===== src/rtl/fp32_pkg.sv =====
// Shared binary32 field layout, special encodings and sequencer state type
// for the fp32 multiplier.
package fp32_pkg;

  localparam int SIGN_W   = 1;
  localparam int EXP_W    = 8;
  localparam int FRAC_W   = 23;
  localparam int MANT_W   = FRAC_W + 1;
  localparam int PROD_W   = 2 * MANT_W;
  localparam int EXP_BIAS = 127;
  localparam int EXP_MAX  = 255;

  localparam logic [31:0] POS_INF = 32'h7F80_0000;
  localparam logic [31:0] QNAN    = 32'h7FC0_0000;

  typedef enum logic [2:0] {
    IDLE,
    UNPACK,
    SPECIAL,
    MULTIPLY,
    NORMALISE,
    ROUND,
    PACK,
    OUTPUT
  } fp32_mul_state_t;

endpackage


===== src/rtl/fp32_round_pack.sv =====
// Combinational round-to-nearest-even and pack of a normalised 48-bit product
// (leading one at bit 46) into a binary32 word, with overflow/underflow flush.
module fp32_round_pack
  import fp32_pkg::*;
(
  input  logic                    sign,
  input  logic signed [9:0]       exp_in,
  input  logic [PROD_W-1:0]       prod,
  input  logic                    guard,
  input  logic                    sticky,
  output logic [31:0]             z,
  output logic                    overflow,
  output logic                    underflow,
  output logic                    inexact
);

  localparam logic signed [9:0] EXP_TOP = 10'(EXP_MAX);

  function automatic logic [MANT_W:0] round_rne(input logic [MANT_W-1:0] mant,
                                                input logic g, input logic s);
    return {1'b0, mant} + {{MANT_W{1'b0}}, g & (s | mant[0])};
  endfunction

  // Returns {overflow, underflow, packed word}.
  function automatic logic [33:0] saturate_pack(input logic sgn,
                                                input logic signed [9:0] e,
                                                input logic [FRAC_W-1:0] frac);
    if (e >= EXP_TOP)
      return {2'b10, sgn, POS_INF[30:0]};
    else if (e <= 10'sd0)
      return {2'b01, sgn, 31'd0};
    else
      return {2'b00, sgn, e[7:0], frac};
  endfunction

  logic [MANT_W:0]    mant_r;
  logic signed [9:0]  exp_r;
  logic               unused_bits;

  always_comb begin
    mant_r = round_rne(prod[PROD_W-2 -: MANT_W], guard, sticky);
    exp_r  = exp_in;
    // A carry out of the mantissa leaves the low 23 bits zero, i.e. 1.0 x 2^(e+1).
    if (mant_r[MANT_W])
      exp_r = exp_in + 10'sd1;
    {overflow, underflow, z} = saturate_pack(sign, exp_r, mant_r[FRAC_W-1:0]);
    inexact = guard | sticky | overflow | underflow;
  end

  assign unused_bits = ^{prod[PROD_W-1], prod[FRAC_W-1:0], mant_r[FRAC_W]};

endmodule


===== src/rtl/fp32_mul_seq.sv =====
// Multi-cycle binary32 multiplier sequencer with valid/ready on both sides.
// Optional build macro FP32_MUL_STATUS_EN adds the 4-bit status output.
module fp32_mul_seq
  import fp32_pkg::*;
#(
  parameter logic [31:0] CANON_NAN = QNAN
) (
  input  logic        clk,
  input  logic        rst,
  input  logic [31:0] input_a,
  input  logic [31:0] input_b,
  input  logic        in_valid,
  output logic        in_ready,
  output logic [31:0] output_z,
  output logic        out_valid,
  input  logic        out_ready
`ifdef FP32_MUL_STATUS_EN
  ,
  output logic [3:0]  status
`endif
);

  fp32_mul_state_t     state;

  logic [31:0]         a_p0, b_p0;
  logic                sign_a_p1, sign_b_p1;
  logic [EXP_W-1:0]    exp_a_p1, exp_b_p1;
  logic [FRAC_W-1:0]   frac_a_p1, frac_b_p1;
  logic [MANT_W-1:0]   mant_a_p1, mant_b_p1;
  logic                sign_z_p1;
  logic [PROD_W-1:0]   prod_p2, prod_p3;
  logic signed [9:0]   exp_p2, exp_p3;
  logic                guard_p3, sticky_p3;
  logic [31:0]         z_p4;

  logic                nan_a, nan_b, inf_a, inf_b, zero_a, zero_b;
  logic                nan_res, inf_res, zero_res, sign_z;

  logic [31:0]         rp_z;
  logic                rp_ovf, rp_udf, rp_inx;

`ifdef FP32_MUL_STATUS_EN
  logic                sub_any;
  logic                ovf_p4, udf_p4, inx_p4;
`else
  logic                unused_rp_flags;
  assign unused_rp_flags = ^{rp_ovf, rp_udf, rp_inx};
`endif

  localparam logic [EXP_W-1:0] EXP_ONES = '1;

  always_comb begin
    nan_a    = (exp_a_p1 == EXP_ONES) && (frac_a_p1 != '0);
    nan_b    = (exp_b_p1 == EXP_ONES) && (frac_b_p1 != '0);
    inf_a    = (exp_a_p1 == EXP_ONES) && (frac_a_p1 == '0);
    inf_b    = (exp_b_p1 == EXP_ONES) && (frac_b_p1 == '0);
    // Subnormals are flushed: any zero exponent counts as zero.
    zero_a   = (exp_a_p1 == '0);
    zero_b   = (exp_b_p1 == '0);
    nan_res  = nan_a | nan_b | (inf_a & zero_b) | (inf_b & zero_a);
    inf_res  = inf_a | inf_b;
    zero_res = zero_a | zero_b;
    sign_z   = sign_a_p1 ^ sign_b_p1;
  end

`ifdef FP32_MUL_STATUS_EN
  assign sub_any = (zero_a && (frac_a_p1 != '0)) || (zero_b && (frac_b_p1 != '0));
`endif

  fp32_round_pack u_round_pack (
    .sign      (sign_z_p1),
    .exp_in    (exp_p3),
    .prod      (prod_p3),
    .guard     (guard_p3),
    .sticky    (sticky_p3),
    .z         (rp_z),
    .overflow  (rp_ovf),
    .underflow (rp_udf),
    .inexact   (rp_inx)
  );

  always_ff @(posedge clk) begin
    if (rst) begin
      state     <= IDLE;
      in_ready  <= 1'b1;
      out_valid <= 1'b0;
      output_z  <= '0;
      a_p0      <= '0;
      b_p0      <= '0;
      sign_a_p1 <= 1'b0;
      sign_b_p1 <= 1'b0;
      exp_a_p1  <= '0;
      exp_b_p1  <= '0;
      frac_a_p1 <= '0;
      frac_b_p1 <= '0;
      mant_a_p1 <= '0;
      mant_b_p1 <= '0;
      sign_z_p1 <= 1'b0;
      prod_p2   <= '0;
      prod_p3   <= '0;
      exp_p2    <= '0;
      exp_p3    <= '0;
      guard_p3  <= 1'b0;
      sticky_p3 <= 1'b0;
      z_p4      <= '0;
`ifdef FP32_MUL_STATUS_EN
      ovf_p4    <= 1'b0;
      udf_p4    <= 1'b0;
      inx_p4    <= 1'b0;
      status    <= '0;
`endif
    end else begin
      case (state)
        IDLE: begin
          if (in_valid && in_ready) begin
            a_p0     <= input_a;
            b_p0     <= input_b;
            in_ready <= 1'b0;
            state    <= UNPACK;
          end
        end

        // ---- unpack: split fields, build hidden-bit mantissas ----
        UNPACK: begin
          sign_a_p1 <= a_p0[31];
          sign_b_p1 <= b_p0[31];
          exp_a_p1  <= a_p0[30:23];
          exp_b_p1  <= b_p0[30:23];
          frac_a_p1 <= a_p0[22:0];
          frac_b_p1 <= b_p0[22:0];
          mant_a_p1 <= (a_p0[30:23] != '0) ? {1'b1, a_p0[22:0]} : '0;
          mant_b_p1 <= (b_p0[30:23] != '0) ? {1'b1, b_p0[22:0]} : '0;
          state     <= SPECIAL;
        end

        // ---- special: NaN / inf / zero short-circuit to OUTPUT ----
        SPECIAL: begin
          sign_z_p1 <= sign_z;
          if (nan_res || inf_res || zero_res) begin
            if (nan_res)
              output_z <= CANON_NAN;
            else if (inf_res)
              output_z <= {sign_z, POS_INF[30:0]};
            else
              output_z <= {sign_z, 31'd0};
`ifdef FP32_MUL_STATUS_EN
            status <= {nan_res, 1'b0, sub_any, sub_any};
`endif
            out_valid <= 1'b1;
            state     <= OUTPUT;
          end else begin
            state <= MULTIPLY;
          end
        end

        // ---- multiply: full 24x24 product and unbiased exponent sum ----
        MULTIPLY: begin
          prod_p2 <= {{MANT_W{1'b0}}, mant_a_p1} * {{MANT_W{1'b0}}, mant_b_p1};
          exp_p2  <= $signed({2'b00, exp_a_p1}) + $signed({2'b00, exp_b_p1})
                     - $signed(10'(EXP_BIAS));
          state   <= NORMALISE;
        end

        // ---- normalise: leading one to bit 46, collect guard/sticky ----
        NORMALISE: begin
          if (prod_p2[PROD_W-1]) begin
            prod_p3   <= {1'b0, prod_p2[PROD_W-1:1]};
            exp_p3    <= exp_p2 + 10'sd1;
            guard_p3  <= prod_p2[FRAC_W];
            sticky_p3 <= |prod_p2[FRAC_W-1:0];
          end else begin
            prod_p3   <= prod_p2;
            exp_p3    <= exp_p2;
            guard_p3  <= prod_p2[FRAC_W-1];
            sticky_p3 <= |prod_p2[FRAC_W-2:0];
          end
          state <= ROUND;
        end

        // ---- round: capture the combinational round/pack result ----
        ROUND: begin
          z_p4 <= rp_z;
`ifdef FP32_MUL_STATUS_EN
          ovf_p4 <= rp_ovf;
          udf_p4 <= rp_udf;
          inx_p4 <= rp_inx;
`endif
          state <= PACK;
        end

        // ---- pack: publish the result ----
        PACK: begin
          output_z  <= z_p4;
`ifdef FP32_MUL_STATUS_EN
          status    <= {1'b0, ovf_p4, udf_p4, inx_p4};
`endif
          out_valid <= 1'b1;
          state     <= OUTPUT;
        end

        OUTPUT: begin
          if (out_ready) begin
            out_valid <= 1'b0;
            in_ready  <= 1'b1;
            state     <= IDLE;
          end
        end

        default: begin
          state     <= IDLE;
          in_ready  <= 1'b1;
          out_valid <= 1'b0;
        end
      endcase
    end
  end

endmodule


===== config.mk =====
export PLATFORM = sky130hd
export DESIGN_NAME = fp32_mul_seq
export DESIGN_NICKNAME = d
export VERILOG_FILES = /design/src/rtl/fp32_pkg.sv /design/src/rtl/fp32_round_pack.sv /design/src/rtl/fp32_mul_seq.sv
export SDC_FILE = /design/constraint.sdc
export NUM_CORES = 2
export LEC_CHECK = 0
export CORE_ASPECT_RATIO = 0.75
export CORE_MARGIN = 3
export CORE_UTILIZATION = 30
export DETAILED_ROUTE_END_ITERATION = 12
export GPL_TIMING_DRIVEN = 0
export PLACE_DENSITY_LB_ADDON = 0.2
export RECOVER_POWER = 50
export SLEW_MARGIN = 15
export SYNTH_ARGS = -nofsm -noshare
export SYNTH_HDL_FRONTEND = slang
export SYNTH_HIERARCHICAL = 1
export SYNTH_SLANG_ARGS = --single-unit

===== constraint.sdc =====
create_clock -name clk -period 7.6 [get_ports clk]
set_input_delay 1.14 -clock clk [delete_from_list [all_inputs] [get_ports clk]]
set_output_delay 1.14 -clock clk [all_outputs]
set_load 0.05 [all_outputs]

# ---- Word level (Yosys, flattened, before mapping)
# Cells that the tools add are included.
dict set report word_totals {
  register_bits 363
  in_bits 68
  out_inout_bits 34
  elab_cells 101
}
dict set report classes {
  n_addsub 5
  mul 1
  magnitude_cmp 2
  n_eq_ne 12
  n_mux 23
  bitwise_logic 10
  reduce_logical 26
}
# op count
set op_table {}
lappend op_table {{2-to-1 mux 31 bit} 3}
lappend op_table {{2-to-1 mux 32 bit} 2}
lappend op_table {{one-hot mux 32 bit (2 select lines)} 1}
lappend op_table {{multiplier 24 x 24 -> 48 bit} 1}
lappend op_table {{2-to-1 mux 24 bit} 2}
lappend op_table {{2-to-1 mux 47 bit} 1}
lappend op_table {{zero test 23 bit} 2}
lappend op_table {{nonzero test 23 bit} 2}
lappend op_table {{adder 24 x 1 -> 25 bit} 1}
lappend op_table {{one-hot mux 3 bit (8 select lines)} 1}
lappend op_table {{OR reduction 23 bit} 1}
lappend op_table {{OR reduction 22 bit} 1}
lappend op_table {{adder 10 x 2 -> 10 bit, second input constant} 2}
lappend op_table {{2-to-1 mux 10 bit} 2}
lappend op_table {{equality test 8 bit, second input constant} 2}
lappend op_table {{zero test 8 bit} 2}
lappend op_table {{nonzero test 8 bit} 2}
lappend op_table {{equality test 3 bit, second input constant} 4}
lappend op_table {{greater-or-equal comparator 10 x 9 -> 1 bit, second input constant} 1}
lappend op_table {{<= comparator 10 x 1 -> 1 bit, second input constant} 1}
lappend op_table {{subtractor 9 x 7 -> 10 bit, second input constant} 1}
lappend op_table {{adder 8 x 8 -> 9 bit} 1}
lappend op_table {{2-to-1 mux 3 bit} 3}
lappend op_table {{equality test 3 x 2 -> 1 bit, second input constant} 2}
lappend op_table {{15 further kinds} 38}

# ---- Depth between registers and ports, before layout
dict set report depth {
  ltp_word 9
  ltp_mapped 27
  mapped_depth_nobuf 25
}

# ---- Hierarchy
# Netlist, hierarchy kept.
# module instances cells_each area_per_inst_um2 seq_area_each_um2
set by_module_without_submodules {}
lappend by_module_without_submodules {fp32_mul_seq 1 3812 32586.3 7247.0}
lappend by_module_without_submodules {fp32_round_pack 1 168 1079.8 0.0}

# ---- Worst setup path after synthesis
# OpenSTA, ideal clock, no wires.
dict set report synth_path {
  path_kind {reg2reg}
  start {register mant_b_p1[9]}
  end {register prod_p2[45]}
  setup_time_ns 0.079
  t_arrival_ns 6.440
  t_required_ns 7.521
  slack_ns 1.081
  path_stages_with_launch 26
  n_path_buf 2
  synth_period_minus_slack_ns 6.519
  cell_sequence {dfxtp_1 clkbuf_1 nand2_1 fa_1 inv_1 fa_1 inv_1 fa_1 inv_1 fa_1 fa_1 fa_1 inv_1 fa_1 inv_1 ha_1 buf_6 and4_4 nand3_2 or4b_1 o311a_1 a21oi_1 o31ai_1 a21o_1 a211o_1 o211ai_1}
}
dict set report synth_between {
  elab_chain_cells 1
}
# item line_no
set synth_rtl {}
lappend synth_rtl {{start: declaration} fp32_mul_seq.sv:29} ;# logic [MANT_W-1:0] mant_a_p1, mant_b_p1;
lappend synth_rtl {{start signal: assignment} fp32_mul_seq.sv:132} ;# mant_b_p1 <= (b_p0[30:23] != '0) ? {1'b1, b_p0[22:0]} : '0;
lappend synth_rtl {{multiplier 24 x 24 -> 48 bit} fp32_mul_seq.sv:158} ;# prod_p2 <= {{MANT_W{1'b0}}, mant_a_p1} * {{MANT_W{1'b0}}, mant_b_p1};
lappend synth_rtl {{end signal: assignment} fp32_mul_seq.sv:158}
lappend synth_rtl {{end: declaration} fp32_mul_seq.sv:31} ;# logic [PROD_W-1:0] prod_p2, prod_p3;
# Every way passes these cells.
# A chain may end at the register's enable or synchronous reset.

# ---- Worst setup path after layout
dict set report layout_path {
  start {register mant_a_p1[9]}
  end {register prod_p2[45]}
}
dict set report layout_between {
  elab_chain_cells 1
}
# item line_no
set layout_rtl {}
lappend layout_rtl {{start: declaration} fp32_mul_seq.sv:29}
lappend layout_rtl {{start signal: assignment} fp32_mul_seq.sv:131} ;# mant_a_p1 <= (a_p0[30:23] != '0) ? {1'b1, a_p0[22:0]} : '0;
lappend layout_rtl {{multiplier 24 x 24 -> 48 bit} fp32_mul_seq.sv:158}
# Every way passes these cells.

==> results.py <==
metrics = {
    "outcome": {
        "status": "complete, no violations",
    },
    "worst_hold_path": {
        "hold_path.class": "register to register",
    },
    "power": {
        "powerDensity_nw_per_um2": 128,
        "p_leak_nw": 16.0,
        "vdd_ir_drop_max_uv": 155,
    },
    "timing": {
        "setup_viol": 0,
        "relSlewSlack_pct": 5.09,
        "skew_ns": 0.0231,
        "period_share_pct": 98.1,
        "finalCriticalPeriod_ns": 7.45,
        "hold_viol": 0,
        "worst_pin_slew_ns": 1.41,
        "fin_ws_ns": 0.145,
        "report.final.slew_viol_count": 0,
        "fmax_mhz": 134,
    },
    "synthesis": {
        "avgSynthCellArea_um2": 8.43,
        "syn_inst": 3884,
        "synth_area_um2": 32700,
        "ys_warn_count": 6,
        "synth_nets": 4628,
    },
    "drt": {
        "route.vias.total": 27100,
        "drt-initial-drc-count": 2279,
        "drtAntennaViolNets": 0,
        "avgViaCountPerCell": 4.95,
        "totalWireLength_mm": 119,
        "met1_length_mm": 56.9,
        "wl_met3_mm": 12.1,
        "drc_errors": 0,
        "first_pass_iters": 6,
        "drt-wirelength-per-cell_um": 21.7,
        "topRoutingLayerUsed": "met5",
        "dr_wl_met2_mm": 46.1,
    },
    "cts": {
        "ctsHoldBuffers": 0,
        "clockBufferDepth": 3,
        "cts.sinks": 340,
        "clkLatencyLatePin_ns": 0.57,
        "root_buffer": "clkbuf_16",
        "cts_tree": "built",
        "htreeDepth": 2,
        "clk_pin_slew_ns": 0.06,
        "cts_buffers": 37,
    },
    "setup_path": {
        "path_max_fanout": 10,
        "critPathCaptureType": "register",
        "path_class": "register to register",
        "cp.required_ns": 8.07,
        "cp.arrival_ns": 7.93,
        "cp-start-kind": "register",
    },
    "grt": {
        "grt_first_pass_wirelength_mm": 179,
        "grt.total_usage_pct": 21.1,
        "grt_max_degree": 15,
        "grt-ovfl-total": 0,
        "antenna_found_initial": 10,
        "grt_pass1_vias": 27600,
    },
    "placed_design": {
        "gp_congestion": 0.963,
        "preCtsSetupSlack_ns": -0.623,
        "port_buffers": 100,
        "dp_hpwl_mm": 96.3,
        "dpl_cell_area_um2": 35500,
    },
    "floorplanning": {
        "ios": 102,
        "die_width_um": 387,
        "die_area_um2": 113000,
        "core_area_um2": 108000,
        "die_y_um": 292,
        "rows": 104,
        "start_util_pct": 30.4,
    },
    "finish": {
        "regArea_um2": 6900,
        "drive_gt1_share_pct": 5.49,
        "fillers": 11600,
        "syn_to_final_growth_pct": 13.7,
        "nets": 4766,
        "layout_common_cells": "784 x nand2_1, 561 x inv_1, 482 x fa_1, 304 x dfxtp_1, 295 x and2_1",
        "layout_commonest_cell": "nand2_1",
        "multiInputGateArea_um2": 22900,
        "fin_area_um2": 37200,
    },
    "flow_run": {
        "cap_violations": 0,
    },
}
cell type report:
type,count,share of cell area (%)
clock inverter,19,0.904
tap,1431,4.81
antenna,4,0.0269
timing repair buffer,101,2.71
sequential,340,18.5
multi-input combinational,2746,61.6
clock buffer,45,2.68
inverter,562,5.67
buffer,234,3.08
path summary, 6_finish.rpt:
kind | to | start | cells past startpoint | slack (ns)
worst max register to register | prod_p2[45]$_SDFFE_PP0P_ | mant_a_p1[9]$_SDFFE_PP0P_ | 25 | 0.15
worst min-delay path | output_z[15]$_SDFFE_PP0P_ | z_p4[15]$_SDFFE_PP0P_ | 2 | 0.45
worst max-delay path | prod_p2[45]$_SDFFE_PP0P_ | mant_a_p1[9]$_SDFFE_PP0P_ | 25 | 0.15
worst min register to register | output_z[15]$_SDFFE_PP0P_ | z_p4[15]$_SDFFE_PP0P_ | 2 | 0.45
stage by stage:
| stage | TNS, ns | hold slack (ns) | utilization, % | power (mW) | instances |
|---|---|---|---|---|---|
| floorplan | 0 | 0.432 | - | 2.46 | 3884 |
| global placement | -9.54 | 0.442 | 33.0 | 2.81 | 5415 |
| detailed placement | -9.40 | 0.444 | 33.0 | 2.81 | 5415 |
| CTS | 0 | 0.446 | 34.4 | 4.82 | 5479 |
| global route | -0.0180 | 0.468 | 34.5 | 5.00 | 5478 |
| finish | 0 | 0.445 | 34.5 | 4.77 | 5482 |
routing by layer:
| metal | vias up | global-route usage, % |
|---|---|---|
| met3 | 159 | 6.05 |
| met2 | 959 | 29.4 |
| li1 | 12500 | - |
| met1 | 13600 | 31.5 |
| met5 | - | 0 |
| met4 | 4 | 5.73 |
repair_timing:
action / CTS / global route
pin swaps: 0 / 2
endpoints found under the setup margin: 28 / 17
gates resized for setup: 122 / 138
buffers inserted: 0 / 1
gates cloned: 0 / 0
endpoints found under the hold margin: 0 / 0
power by group:
part / internal (mW) / leakage (nW) / switching (mW) / total [mW]
combinational: 0.223 / 12.6 / 0.552 / 0.775
clock: 1.19 / 0.642 / 0.802 / 1.99
sequential: 1.88 / 2.78 / 0.132 / 2.01
registers in the layout (all words and copies together), names as in the netlist:
name and cells:
a_p0 32, b_p0 32, exp_a_p1 8, exp_b_p1 8, exp_p2 10, exp_p3 10, frac_a_p1 23, frac_b_p1 23
in_ready 1, mant_a_p1 24, mant_b_p1 24, out_valid 1, output_z 32, prod_p2 48, prod_p3 25, sign_a_p1 1
sign_b_p1 1, sign_z_p1 1, state 3, sticky_p3 1, z_p4 32
critical path: stages, from the launching register on:
cell and delay (ns):
dfxtp_2 0.55, buf_4 0.36, and2_1 0.20, fa_1 0.46
fa_1 0.51, inv_1 0.05, fa_1 0.47, inv_1 0.05
fa_1 0.51, inv_1 0.06, fa_1 0.53, inv_1 0.06
fa_1 0.48, inv_1 0.06, fa_1 0.54, inv_1 0.07
ha_1 0.44, a21oi_2 0.17, o21ai_0 0.24, or4b_1 0.52
o311a_1 0.18, a21oi_1 0.14, o31ai_1 0.09, a21o_1 0.23
a211o_1 0.30, o211ai_1 0.08
Power figures use the tool's default switching activity.
